<file path="config.mk">
export PLATFORM = sky130hd
export DESIGN_NAME = accel_poll_ctrl
export DESIGN_NICKNAME = d
export VERILOG_FILES = /design/src/rtl/accel_pkg.sv /design/src/rtl/poll_tick_gen.sv /design/src/rtl/accel_poll_ctrl.sv
export SDC_FILE = /design/constraint.sdc
export NUM_CORES = 1
export LEC_CHECK = 0
export CORE_UTILIZATION = 40
export DETAILED_ROUTE_END_ITERATION = 12
export PLACE_DENSITY = 0.66
export SYNTH_ARGS = -nofsm -noshare
export SYNTH_HDL_FRONTEND = slang
export SYNTH_SLANG_ARGS = --single-unit
</file>
<file path="constraint.sdc">
create_clock -name clk -period 1.91 [get_ports clk]
set_clock_uncertainty 0.2 [all_clocks]
set_input_delay 0.191 -clock clk [delete_from_list [all_inputs] [get_ports clk]]
set_output_delay 0.191 -clock clk [all_outputs]
set_load 0.05 [all_outputs]
</file>
<file path="src/rtl/accel_pkg.sv">
// accel_pkg: shared state encoding, counter sizing helpers and accelerometer register map
package accel_pkg;
    typedef enum logic [1:0] {IDLE, WAIT_TICK, BUSY, FAULT} state_t;
    localparam logic [7:0] ACC_REG_DATAX0 = 8'h32;
    localparam logic [7:0] ACC_REG_DATAX1 = 8'h33;
    function automatic int cnt_width(input int n);
        return (n < 2) ? 1 : $clog2(n + 1);
    endfunction
    function automatic int us_to_cycles(input int us, input int clk_ns);
        return us * 1000 / clk_ns;
    endfunction
endpackage

</file>
<file path="src/rtl/poll_tick_gen.sv">
// poll_tick_gen: reloadable down-counter; tick fires while enabled at zero and reloads RELOAD
module poll_tick_gen import accel_pkg::*; #(
    parameter int RELOAD = 99
) (
    input  logic clk,
    input  logic rst_n,
    input  logic load,
    input  logic en,
    output logic tick
);
    localparam int W = cnt_width(RELOAD);
    logic [W-1:0] cnt;
    assign tick = en && cnt == '0;
    always_ff @(posedge clk or negedge rst_n) begin
        if (!rst_n) cnt <= '0;
        else if (load) cnt <= '0;
        else if (tick) cnt <= W'(RELOAD);
        else if (en) cnt <= cnt - 1'b1;
    end
endmodule

</file>
<file path="src/rtl/accel_poll_ctrl.sv">
// accel_poll_ctrl: periodic I2C X-axis poll with hysteresis brake classification and fail-safe fault
module accel_poll_ctrl import accel_pkg::*; #(
    parameter int         CLK_PERIOD   = 480,
    parameter int         POLL_PERIOD  = 10000,
    parameter logic [7:0] REG_ADDR     = ACC_REG_DATAX0,
    parameter int         BRAKE_THRESH = 300,
    parameter int         HYST         = 50,
    parameter int         ACK_TIMEOUT  = 4096,
    parameter int         MAX_ERR      = 3,
    parameter logic       FAULT_BRAKE  = 1'b1
) (
    input  logic        clk,
    input  logic        rst_n,
    input  logic        enable,
    output logic        i2c_req,
    output logic [7:0]  i2c_reg,
    input  logic        i2c_ack,
    input  logic        i2c_err,
    input  logic [15:0] i2c_rdata,
    output logic [15:0] sample,
    output logic        sample_valid,
    output logic        brake_raw,
    output logic        overrun,
    output logic        fault,
    output logic [7:0]  err_cnt
);
    localparam int POLL_CLK_CNT = us_to_cycles(POLL_PERIOD, CLK_PERIOD);
    localparam int TW = cnt_width(ACK_TIMEOUT);
    localparam int CW = cnt_width(MAX_ERR);
    localparam logic signed [16:0] SET_LVL = 17'(-BRAKE_THRESH);
    localparam logic signed [16:0] CLR_LVL = 17'(-(BRAKE_THRESH - HYST));

    state_t state, state_nx;
    logic tick, done_ok, done_err, err_trip, timeout, brk, brk_nx;
    logic [TW-1:0] to_cnt;
    logic [CW-1:0] consec;
    logic signed [16:0] rd_ext;

    poll_tick_gen #(.RELOAD(POLL_CLK_CNT - 1)) u_tick (
        .clk(clk),
        .rst_n(rst_n),
        .load(state == IDLE),
        .en(state == WAIT_TICK || state == BUSY),
        .tick(tick)
    );

    assign rd_ext   = {i2c_rdata[15], i2c_rdata};
    // Hysteresis: once braking, only a sample above the release level clears it
    assign brk_nx   = brk ? (rd_ext <= CLR_LVL) : (rd_ext <= SET_LVL);
    assign timeout  = to_cnt == TW'(ACK_TIMEOUT - 1);
    assign done_ok  = state == BUSY && i2c_ack;
    assign done_err = state == BUSY && !i2c_ack && (i2c_err || timeout);
    assign err_trip = done_err && int'(consec) + 1 >= MAX_ERR;

    assign i2c_req   = state == BUSY;
    assign i2c_reg   = REG_ADDR;
    assign fault     = state == FAULT;
    assign brake_raw = (state == FAULT) ? FAULT_BRAKE : (state != IDLE) && brk;

    always_comb begin
        state_nx = state;
        case (state)
            IDLE:      state_nx = enable ? WAIT_TICK : IDLE;
            WAIT_TICK: state_nx = !enable ? IDLE : tick ? BUSY : WAIT_TICK;
            BUSY:      state_nx = err_trip ? FAULT : (done_ok || done_err) ? (enable ? WAIT_TICK : IDLE) : BUSY;
            FAULT:     state_nx = enable ? FAULT : IDLE;
            default:   state_nx = IDLE;
        endcase
    end

    always_ff @(posedge clk or negedge rst_n) begin
        if (!rst_n) begin
            state        <= IDLE;
            to_cnt       <= '0;
            consec       <= '0;
            brk          <= 1'b0;
            sample       <= '0;
            sample_valid <= 1'b0;
            overrun      <= 1'b0;
            err_cnt      <= '0;
        end else begin
            state        <= state_nx;
            to_cnt       <= (state == BUSY) ? to_cnt + 1'b1 : '0;
            sample_valid <= done_ok;
            overrun      <= enable && (overrun || (state == BUSY && tick));
            if (done_ok) begin
                sample <= i2c_rdata;
                brk    <= brk_nx;
            end else if (state == IDLE) begin
                brk <= 1'b0;
            end
            if (done_ok || (state == FAULT && !enable)) consec <= '0;
            else if (done_err) consec <= consec + 1'b1;
            if (done_err && err_cnt != 8'hFF) err_cnt <= err_cnt + 1'b1;
        end
    end
endmodule
</file>
# ---- After elaboration in Yosys (flattened, before gate mapping)
# Index checks and enable logic that the tools add are counted.
dict set report word_totals {
  regBits 59
  output_inout_bits 37
  word_cells 62
}
dict set report op_classes {
  add_sub_neg 5
  order_cmp 3
  eq_ne 5
  mux 17
  n_reduce_logical 23
}
# op n
set ops {}
lappend ops {{$mux 15} 3}
lappend ops {{$le 16x10->1 const B} 1}
lappend ops {{$le 16x9->1 const B} 1}
lappend ops {{$logic_not 15->1} 1}
lappend ops {{$sub 15x1->15 const B} 1}
lappend ops {{$mux 2} 7}
lappend ops {{$add 13x1->13 const B} 1}
lappend ops {{$eq 13x12->1 const B} 1}
lappend ops {{$mux 13} 1}
lappend ops {{$logic_and 1x1->1} 10}
lappend ops {{$add 8x1->8 const B} 1}
lappend ops {{$ne 8x8->1 const B} 1}
lappend ops {{$pmux 2 s4} 1}
lappend ops {{$reduce_bool 2->1} 3}
lappend ops {{$logic_or 1x1->1} 5}
lappend ops {{$mux 1} 5}
lappend ops {{$eq 2x2->1 const B} 2}
lappend ops {{$add 2x1->3 const B} 1}
lappend ops {{$ge 3x2->1 const B} 1}
lappend ops {{$reduce_bool 3->1} 1}
lappend ops {{$add 2x1->2 const B} 1}
lappend ops {{$eq 2x1->1 const B} 1}
lappend ops {{$logic_not 1->1} 2}
lappend ops {{$logic_not 2->1} 1}

# ---- Longest topological paths before layout
# Gate-level depths: netlist (run 1).
dict set report depth {
  word_depth 7
  ltp_mapped 7
  ltp_nobuf 7
}

# ---- By module
# From an unflattened synthesis (run 1), not the netlist that was laid out.
dict set report hier_totals {
  hier_cells 280
  hier_area_um2 3036.7
}
# module instances cells_each area_per_inst_um2 seq_area_each_um2
set modules_own_cells {}
lappend modules_own_cells {accel_poll_ctrl 1 200 2244.7 1101.1}
lappend modules_own_cells {poll_tick_gen 1 80 792.0 375.4}

# ---- Worst setup path after synthesis (run 1)
# No wires, ideal clock.
dict set report synth_timing {
  path_type {register to register}
  startpoint {register state[0]}
  endpoint {register err_cnt[5]}
  arrival_ns 2.022
  path_slack_ns -0.437
  stages_incl_launch_ff 7
  cell_sequence {dfrtp_1 inv_1 ha_1 nand2b_1 clkbuf_1 nor3_1 mux2_2}
}
dict set report synth_via {
  elab_chain_len 4
}
# element line_no
set synth_lines {}
lappend synth_lines {{start, declared} accel_poll_ctrl.sv:33} ;# state_t state, state_nx;
lappend synth_lines {{start signal, assigned} accel_poll_ctrl.sv:82} ;# state <= state_nx;
lappend synth_lines {{$eq 2x2->1} --}
lappend synth_lines {{net i2c_req} accel_poll_ctrl.sv:15} ;# output logic i2c_req,
lappend synth_lines {{$logic_and 1x1->1 (2 in a row)} accel_poll_ctrl.sv:52} ;# assign done_err = state == BUSY && !i2c_ack && (i2c_err || timeout);
lappend synth_lines {{$logic_and 1x1->1} accel_poll_ctrl.sv:94} ;# if (done_err && err_cnt != 8'hFF) err_cnt <= err_cnt + 1'b1;
lappend synth_lines {{end signal, assigned} accel_poll_ctrl.sv:94}
lappend synth_lines {{end, declared} accel_poll_ctrl.sv:25} ;# output logic [7:0] err_cnt
# The timed path passes the listed nets, and every way through them passes these cells.
# A chain may end at the register's enable or synchronous reset.

# ---- Worst setup path in the final report (run 1)
dict set report layout_timing {
  startpoint {register to_cnt[0]}
  endpoint {register err_cnt[2]}
}
dict set report layout_via {
  elab_chain_len 4
}
# element line_no
set layout_lines {}
lappend layout_lines {{start, declared} accel_poll_ctrl.sv:35} ;# logic [TW-1:0] to_cnt;
lappend layout_lines {{start signal, assigned} accel_poll_ctrl.sv:83} ;# to_cnt <= (state == BUSY) ? to_cnt + 1'b1 : '0;
lappend layout_lines {{$eq 13x12->1} accel_poll_ctrl.sv:50} ;# assign timeout = to_cnt == TW'(ACK_TIMEOUT - 1);
lappend layout_lines {{$logic_or 1x1->1} accel_poll_ctrl.sv:52}
lappend layout_lines {{$logic_and 1x1->1} accel_poll_ctrl.sv:52}
lappend layout_lines {{$logic_and 1x1->1} accel_poll_ctrl.sv:94}
# No other way between the ends.

==> results of run 1 <==
-- routing by layer --
| metal | vias to the layer above | wire length (µm) |
|---|---|---|
| li1 | 1336 | - |
| met4 | 0 | 72 |
| met3 | 9 | 285 |
| met2 | 56 | 3510 |
| met5 | - | 0 |
| met1 | 1299 | 3470 |
-- power groups by stage --
stage | logic, mW | registers [mW] | clock network (mW)
global route | 2.50 | 1.75 | 1.19
detailed placement | 2.20 | 1.73 | 0
floorplan | 1.16 | 1.97 | 0
finish | 2.28 | 1.72 | 1.10
CTS | 2.22 | 1.71 | 1.14
global placement | 2.15 | 1.73 | 0
-- timing repair --
action                                  4_1_cts  5_1_grt
buffers inserted                              3       12
hold buffers                                  1        0
endpoints found under the hold margin        59        0
pin swaps                                     7       15
gates resized for setup                      12       29
endpoints found under the setup margin       10       31
-- kinds of logic after synthesis --
group	after synthesis	share of synthesized area, %
and+or+nand+nor	148	25.4
adders and majority gates	11	4.30
other	2	0.235
DFF	59	46.1
muxes	6	2.07
buffers and inverters	31	4.93
xor gates and xnor gates	20	5.48
AOI/OAI and AO/OA	49	11.4
-- stage by stage --
| stage | cell area, µm² | instances | hold slack [ns] | util (%) |
|---|---|---|---|---|
| floorplan | 3290 | 332 | -0.305 | - |
| global placement | 4140 | 509 | -0.0771 | 53.6 |
| detailed placement | 4140 | 509 | -0.0748 | 53.6 |
| CTS | 4400 | 529 | 0.0895 | 56.9 |
| global route | 4610 | 541 | 0.149 | 59.7 |
| finish | 4610 | 541 | 0.0972 | 59.7 |
-- flip-flops by register name, summed over array words and instances, names as in the netlist --
register	cells
consec	2
err_cnt	8
u_tick.cnt	15
brk	1
to_cnt	13
sample_valid	1
overrun	1
sample	16
state	2
-- layout make-up --
cell class | instances | share of cell area, %
clock inverters | 7 | 1.49
clock buffers | 9 | 2.68
repair buffers | 110 | 21.4
flip-flops and latches | 59 | 32.2
well taps | 102 | 2.77
inverters | 12 | 1.17
multi-input cells | 242 | 38.3
-- worst max-delay path by stage --
stage / startpoint / endpoint / slack [ns]
2_1_floorplan: to_cnt[0]$_DFF_PN0_ / err_cnt[5]$_DFFE_PN0P_ / -0.02
3_3_place_gp: to_cnt[0]$_DFF_PN0_ / err_cnt[2]$_DFFE_PN0P_ / -0.005
3_5_place_dp: to_cnt[0]$_DFF_PN0_ / err_cnt[2]$_DFFE_PN0P_ / -0.04
4_1_cts: state[1]$_DFF_PN0_ / u_tick.cnt[6]$_DFFE_PN0P_ / -0.05
5_1_grt: u_tick.cnt[0]$_DFFE_PN0P_ / u_tick.cnt[6]$_DFFE_PN0P_ / -0.14
6_report: to_cnt[0]$_DFF_PN0_ / err_cnt[2]$_DFFE_PN0P_ / -0.05
-- worst max-delay path, delay by kind of cell, from the launching register on --
kind / cells / cell delay, ns
DFF: 1 / 0.38
buffers and inverters: 1 / 0.19
AOI/OAI and AO/OA: 1 / 0.36
adders and majority gates: 1 / 0.18
muxes: 1 / 0.30
and+or+nand+nor: 2 / 0.25
-- Yosys cell counts, types with 2 or more instances --
cell                       instances
sky130_fd_sc_hd__a21o_1            2
sky130_fd_sc_hd__a21oi_1          14
sky130_fd_sc_hd__a221oi_2          2
sky130_fd_sc_hd__a22oi_1           2
sky130_fd_sc_hd__a41oi_1           2
sky130_fd_sc_hd__and2_1           15
sky130_fd_sc_hd__and3_1            2
sky130_fd_sc_hd__and4_1            2
sky130_fd_sc_hd__buf_4             9
sky130_fd_sc_hd__clkbuf_1          9
sky130_fd_sc_hd__conb_1            2
sky130_fd_sc_hd__dfrtp_1          59
sky130_fd_sc_hd__ha_1             11
sky130_fd_sc_hd__inv_1            11
sky130_fd_sc_hd__mux2_2            5
sky130_fd_sc_hd__nand2_1          62
sky130_fd_sc_hd__nand2b_1          4
sky130_fd_sc_hd__nand3_1          12
sky130_fd_sc_hd__nand4_1           9
sky130_fd_sc_hd__nor2_1           10
sky130_fd_sc_hd__nor2b_1           2
sky130_fd_sc_hd__nor3_1            4
sky130_fd_sc_hd__nor3b_1           2
sky130_fd_sc_hd__nor4_1            7
sky130_fd_sc_hd__nor4_4            2
sky130_fd_sc_hd__nor4bb_1          2
sky130_fd_sc_hd__o211ai_1          2
sky130_fd_sc_hd__o21a_1            4
sky130_fd_sc_hd__o21ai_0           7
sky130_fd_sc_hd__o31ai_1           3
sky130_fd_sc_hd__or3_1             4
sky130_fd_sc_hd__xnor2_1          14
sky130_fd_sc_hd__xor2_1            6
==> results.cfg, run 1 <==
[global_routing]
first_global_vias = 2721
global_route_layer_with_the_greatest_usage = met2
gr-usage-met2_pct = 30.9
antenna_found_initial = 0
grt_first_pass_wirelength_um = 12600
grtUsageMet1_pct = 24.2
gr-usage-all-layers_pct = 18.9
globalRouteMet3Util_pct = 3.94
gr-total-overflow = 0
maximum_number_of_pins_on_one_net_before_global_route_repair = 46

[route]
antenna_violating_nets_post_route = 0
detail_route.wl_per_cell_um = 13.6
drt-initial-drc-count = 83
route.final.wire_length_um = 7340
number_of_search_and_repair_iterations_in_the_first_detailed_routing_pass = 4
post-route-drc-count = 0
vias = 2700
via_per_inst = 4.99

[final_layout]
fill_cell_total_of_the_finished_layout = 662
ff_latch_area_mm2 = 0.00148
proportion_of_layout_cells_with_a_drive_suffix_above_1_pct = 32.3
final_common_cell = sky130_fd_sc_hd__buf_4
diodes = 0
layout_common_cells = sky130_fd_sc_hd__buf_4 (67), sky130_fd_sc_hd__nand2_1 (61), sky130_fd_sc_hd__dfrtp_1 (53), sky130_fd_sc_hd__clkdlybuf4s50_1 (23), sky130_fd_sc_hd__and2_1 (15)
flow.area_growth_from_synthesis_pct = 44.2
design.final.nets = 466
multiInputGateArea_mm2 = 0.00177

[sta]
final.setup.tns_ns = -0.175
rsz0062_at_grt = true
finalMaxSlewViolations = 0
worst_slew_margin_rel_pct = 65.2
timing.final.setup_violations = 5
period_minus_slack_ns = 1.96
fin_crit_sh_pct = 103
hold_violations = 0
worst_slew_pin_slew_ns = 0.521
post-route-worst-setup-slack_ns = -0.0543
fmax_mhz = 509

[setup_path]
worstSetupEndpointType = register
path_cells = ha_2 > and3b_1 > a41oi_4 > buf_6 > nor3b_4 > mux2_4
worst-setup-path-type = register to register
crit_slowest_cell = sky130_fd_sc_hd__dfrtp_1
timing.rr.end = err_cnt[2]$_DFFE_PN0P_
crit_path_max_fanout = 6
crit_required_ns = 1.92
worst-r2r-cell-count = 6
r2r_start = to_cnt[0]$_DFF_PN0_
cp-start-kind = register
cpPeakStageDelay_ns = 0.38
rrSetupSlack_ns = -0.05
critPathArrivalTime_ns = 1.98

[power]
clockPowerShare_pct = 21.6
power.sequential.fraction_pct = 33.6
pwr_density_cell_mw_per_mm2 = 1110
p_sw_share_pct = 38.7
power.combinational.fraction_pct = 44.7
vdd_ir_drop_max_mv = 0.563
cell_internal_pwr_mw = 3.13
finalPower_mw = 5.10
static-leakage-power_nw = 2.30
switching_power_mw = 1.97

[yosys]
syn-mean-instance-area_um2 = 9.81
syn-instance-count = 326
yosysTopAreaCellShare_pct = 46.1
synth_warnings = 0
post_synth_num_cell_types = 56
postSynth.topFlopCell = sky130_fd_sc_hd__dfrtp_1
asyncSetResetFlopFracSynth_pct = 100
synth.cell_area_mm2 = 0.00320
yosys_top_cell_by_area = sky130_fd_sc_hd__dfrtp_1
synth_sequential_area_ratio_pct = 46.1
synth-edff-count = 0
ffs_latches_synth = 59
ys_top_cells_by_area = sky130_fd_sc_hd__dfrtp_1 (46%), sky130_fd_sc_hd__nand2_1 (7.3%), sky130_fd_sc_hd__ha_1 (4.3%), sky130_fd_sc_hd__xnor2_1 (3.8%), sky130_fd_sc_hd__and2_1 (2.9%)

[outcome]
violations = negative setup slack
result_of_the_run = finished with violations

[clock_network]
cts.htree.levels = 3
cts_max_path_buffers = 2
cts-buffers-inserted = 9
clk_latency_ns = 0.33
root_buffer = sky130_fd_sc_hd__clkbuf_8
clkSlewWorstSetupHoldPaths_ns = 0.07
tritoncts = built
clock-sinks = 59

[placement]
post-dp-hpwl_um = 5350
globalplace.congestion = 0.762
placement_setup_slack_ns = -0.0377
port_buffers = 49

[flow_run]
max_cap_viol_count = 0

[die]
dieWidth_um = 91.4
rows = 32
chipHeight_um = 91.4
floorplan.core_area_mm2 = 0.00773
pin_count = 58
area_of_the_die_mm2 = 0.00836
initial_util_pct = 41.4

[worst_hold_path]
min_path_type = primary input to async pin
Power figures use the tool's default switching activity.
==> run 2, diff against run 1 <==
--- a/config.mk
+++ b/config.mk
@@ -5,6 +5,7 @@
 export SDC_FILE = /design/constraint.sdc
 export NUM_CORES = 1
 export LEC_CHECK = 0
+export CORE_MARGIN = 4
 export CORE_UTILIZATION = 40
 export DETAILED_ROUTE_END_ITERATION = 12
 export PLACE_DENSITY = 0.66
==> run 2 against run 1 <==
Effect of this change:
- clock power is essentially flat
- combinational power grew 4%
- cell count decreased by 1.3%
- largest cell class unchanged
- sequential power is essentially flat
- via count down 0.81%
- global-route usage shrank 2.2 points
- largest power group unchanged
- the run still ends with negative setup slack left
==> results.cfg, run 2 (same netlist as run 1, synthesis figures left out) <==
[final_layout]
proportion_of_layout_cells_with_a_drive_suffix_above_1_pct = 32.4
stdcell_count = 534
design.final.nets = 459
utilization_pct = 59.2
fill_cell_total_of_the_finished_layout = 676
flow.area_growth_from_synthesis_pct = 43.8
largest_reg_flops = 16
reg_top3 = sample x16, u_tick.cnt x15, to_cnt x13
registers.top_by_ff_count = sample
diodes = 0
finalInstanceArea_mm2 = 0.00460
layout_common_cells = sky130_fd_sc_hd__nand2_1 (61), sky130_fd_sc_hd__buf_4 (58), sky130_fd_sc_hd__dfrtp_1 (53), sky130_fd_sc_hd__clkdlybuf4s50_1 (20), sky130_fd_sc_hd__and2_1 (15)
final_common_cell = sky130_fd_sc_hd__nand2_1

[clock_network]
tritoncts = built
cts.htree.levels = 3
clk_latency_ns = 0.35
clock-sinks = 59
cts_max_path_buffers = 2
root_buffer = sky130_fd_sc_hd__clkbuf_8
cts-buffers-inserted = 9
clkSlewWorstSetupHoldPaths_ns = 0.06

[sta]
rsz0062_at_grt = true
worst_slew_margin_rel_pct = 62.9
hold_violations = 0
fin_crit_sh_pct = 104
finalMaxSlewViolations = 0
worst_slew_pin_slew_ns = 0.557
post-route-worst-setup-slack_ns = -0.0737
timing.final.setup_violations = 4
period_minus_slack_ns = 1.98
fmax_mhz = 504

[setup_path]
crit_slowest_cell = sky130_fd_sc_hd__dfrtp_1
cpPeakStageDelay_ns = 0.36
worstSetupEndpointType = register
crit_path_max_fanout = 5
critPathArrivalTime_ns = 2.00
worst-setup-path-type = register to register
path_cells = ha_2 > and3b_2 > a41oi_4 > buf_4 > nor4_2 > mux2_2
rrSetupSlack_ns = -0.07
cp-start-kind = register
crit_required_ns = 1.93

[route]
number_of_search_and_repair_iterations_in_the_first_detailed_routing_pass = 5
drt-initial-drc-count = 93
antenna_violating_nets_post_route = 0
via_per_inst = 5.01
vias = 2678
detail_route.wl_per_cell_um = 14.5
post-route-drc-count = 0
route.final.wire_length_um = 7730

[power]
p_sw_share_pct = 38.9
pwr_density_cell_mw_per_mm2 = 1130
power.sequential.fraction_pct = 33.2
static-leakage-power_nw = 2.27
cell_internal_pwr_mw = 3.17
power.combinational.fraction_pct = 45.7
switching_power_mw = 2.02
clockPowerShare_pct = 21.1
vdd_ir_drop_max_mv = 0.542

[die]
pin_count = 58
dieWidth_um = 97.4
chipHeight_um = 97.4
rows = 32
floorplan.core_area_mm2 = 0.00777
area_of_the_die_mm2 = 0.00949
initial_util_pct = 41.2

[global_routing]
gr-usage-all-layers_pct = 16.7
first_global_vias = 2739
gr-total-overflow = 0
maximum_number_of_pins_on_one_net_before_global_route_repair = 22
grt_first_pass_wirelength_um = 13000
antenna_found_initial = 0

[outcome]
result_of_the_run = finished with violations
violations = negative setup slack

[placement]
globalplace.congestion = 0.781
port_buffers = 49
placement_setup_slack_ns = -0.0569
post-dp-hpwl_um = 5500
placement.cell_area_mm2 = 0.00416
placed_cell_count = 508

[worst_hold_path]
min_path_type = primary input to async pin

[flow_run]
max_cap_viol_count = 0
run 2: cell type report:
cell class / instances / area (µm²) / share of cell area [%]
sequential: 59 / 1480 / 32.3
multi-input combinational: 242 / 1790 / 38.8
tap: 102 / 128 / 2.77
inverter: 12 / 48.8 / 1.06
clock buffer: 11 / 131 / 2.86
timing repair buffer: 103 / 968 / 21.0
clock inverter: 5 / 53.8 / 1.17
run 2: stage by stage:
stage	TNS (ns)	total power, mW	hold WS (ns)
CTS	-0.214	5.08	0.180
finish	-0.169	5.19	0.191
global route	-1.95	5.52	0.216
floorplan	-0.0236	3.13	-0.305
global placement	0	3.90	-0.000604
detailed placement	-0.209	3.95	0.00778
run 2: metal layers:
layer / vias up / wire [µm] / track usage [%]
li1: 1324 / - / -
met4: 0 / 92 / 5.64
met3: 10 / 340 / 4.59
met2: 49 / 3850 / 27.1
met1: 1295 / 3450 / 21.4
met5: - / 0 / 0
run 2: worst paths after layout:
kind / depth (start not counted) / startpoint / to
max: 6 / to_cnt[0]$_DFF_PN0_ / err_cnt[6]$_DFFE_PN0P_
max in group asynchronous: 3 / rst_n / to_cnt[9]$_DFF_PN0_
min in group clk: 3 / i2c_rdata[11] / sample[11]$_DFFE_PN0P_
min reg2reg: 2 / sample[9]$_DFFE_PN0P_ / sample[9]$_DFFE_PN0P_
max reg2reg: 6 / to_cnt[0]$_DFF_PN0_ / err_cnt[6]$_DFFE_PN0P_
min: 2 / rst_n / err_cnt[1]$_DFFE_PN0P_
run 2: power groups by stage:
stage                     logic, mW  registers (mW)  clock network [mW]
final                          2.37            1.72                1.10
after global routing           2.58            1.76                1.18
after CTS                      2.24            1.72                1.13
after detailed placement       2.22            1.73                   0
after global placement         2.17            1.73                   0
after floorplan                1.16            1.97                   0
run 2: worst max-delay path, delay by kind of cell (launching register included):
family	cells	cell delay, ns
simple gates	2	0.36
mux	1	0.36
flops	1	0.36
compound gates	1	0.19
fa+ha+maj	1	0.18
buf+inv	1	0.21
run 2: what timing repair did:
action | CTS | global route
setup endpoints to repair | 20 | 35
setup buffers | 2 | 7
hold endpoints to repair | 18 | 0
pin swaps | 2 | 15
gates resized for setup | 10 | 39
cloned | 0 | 0
hold buffers | 1 | 0
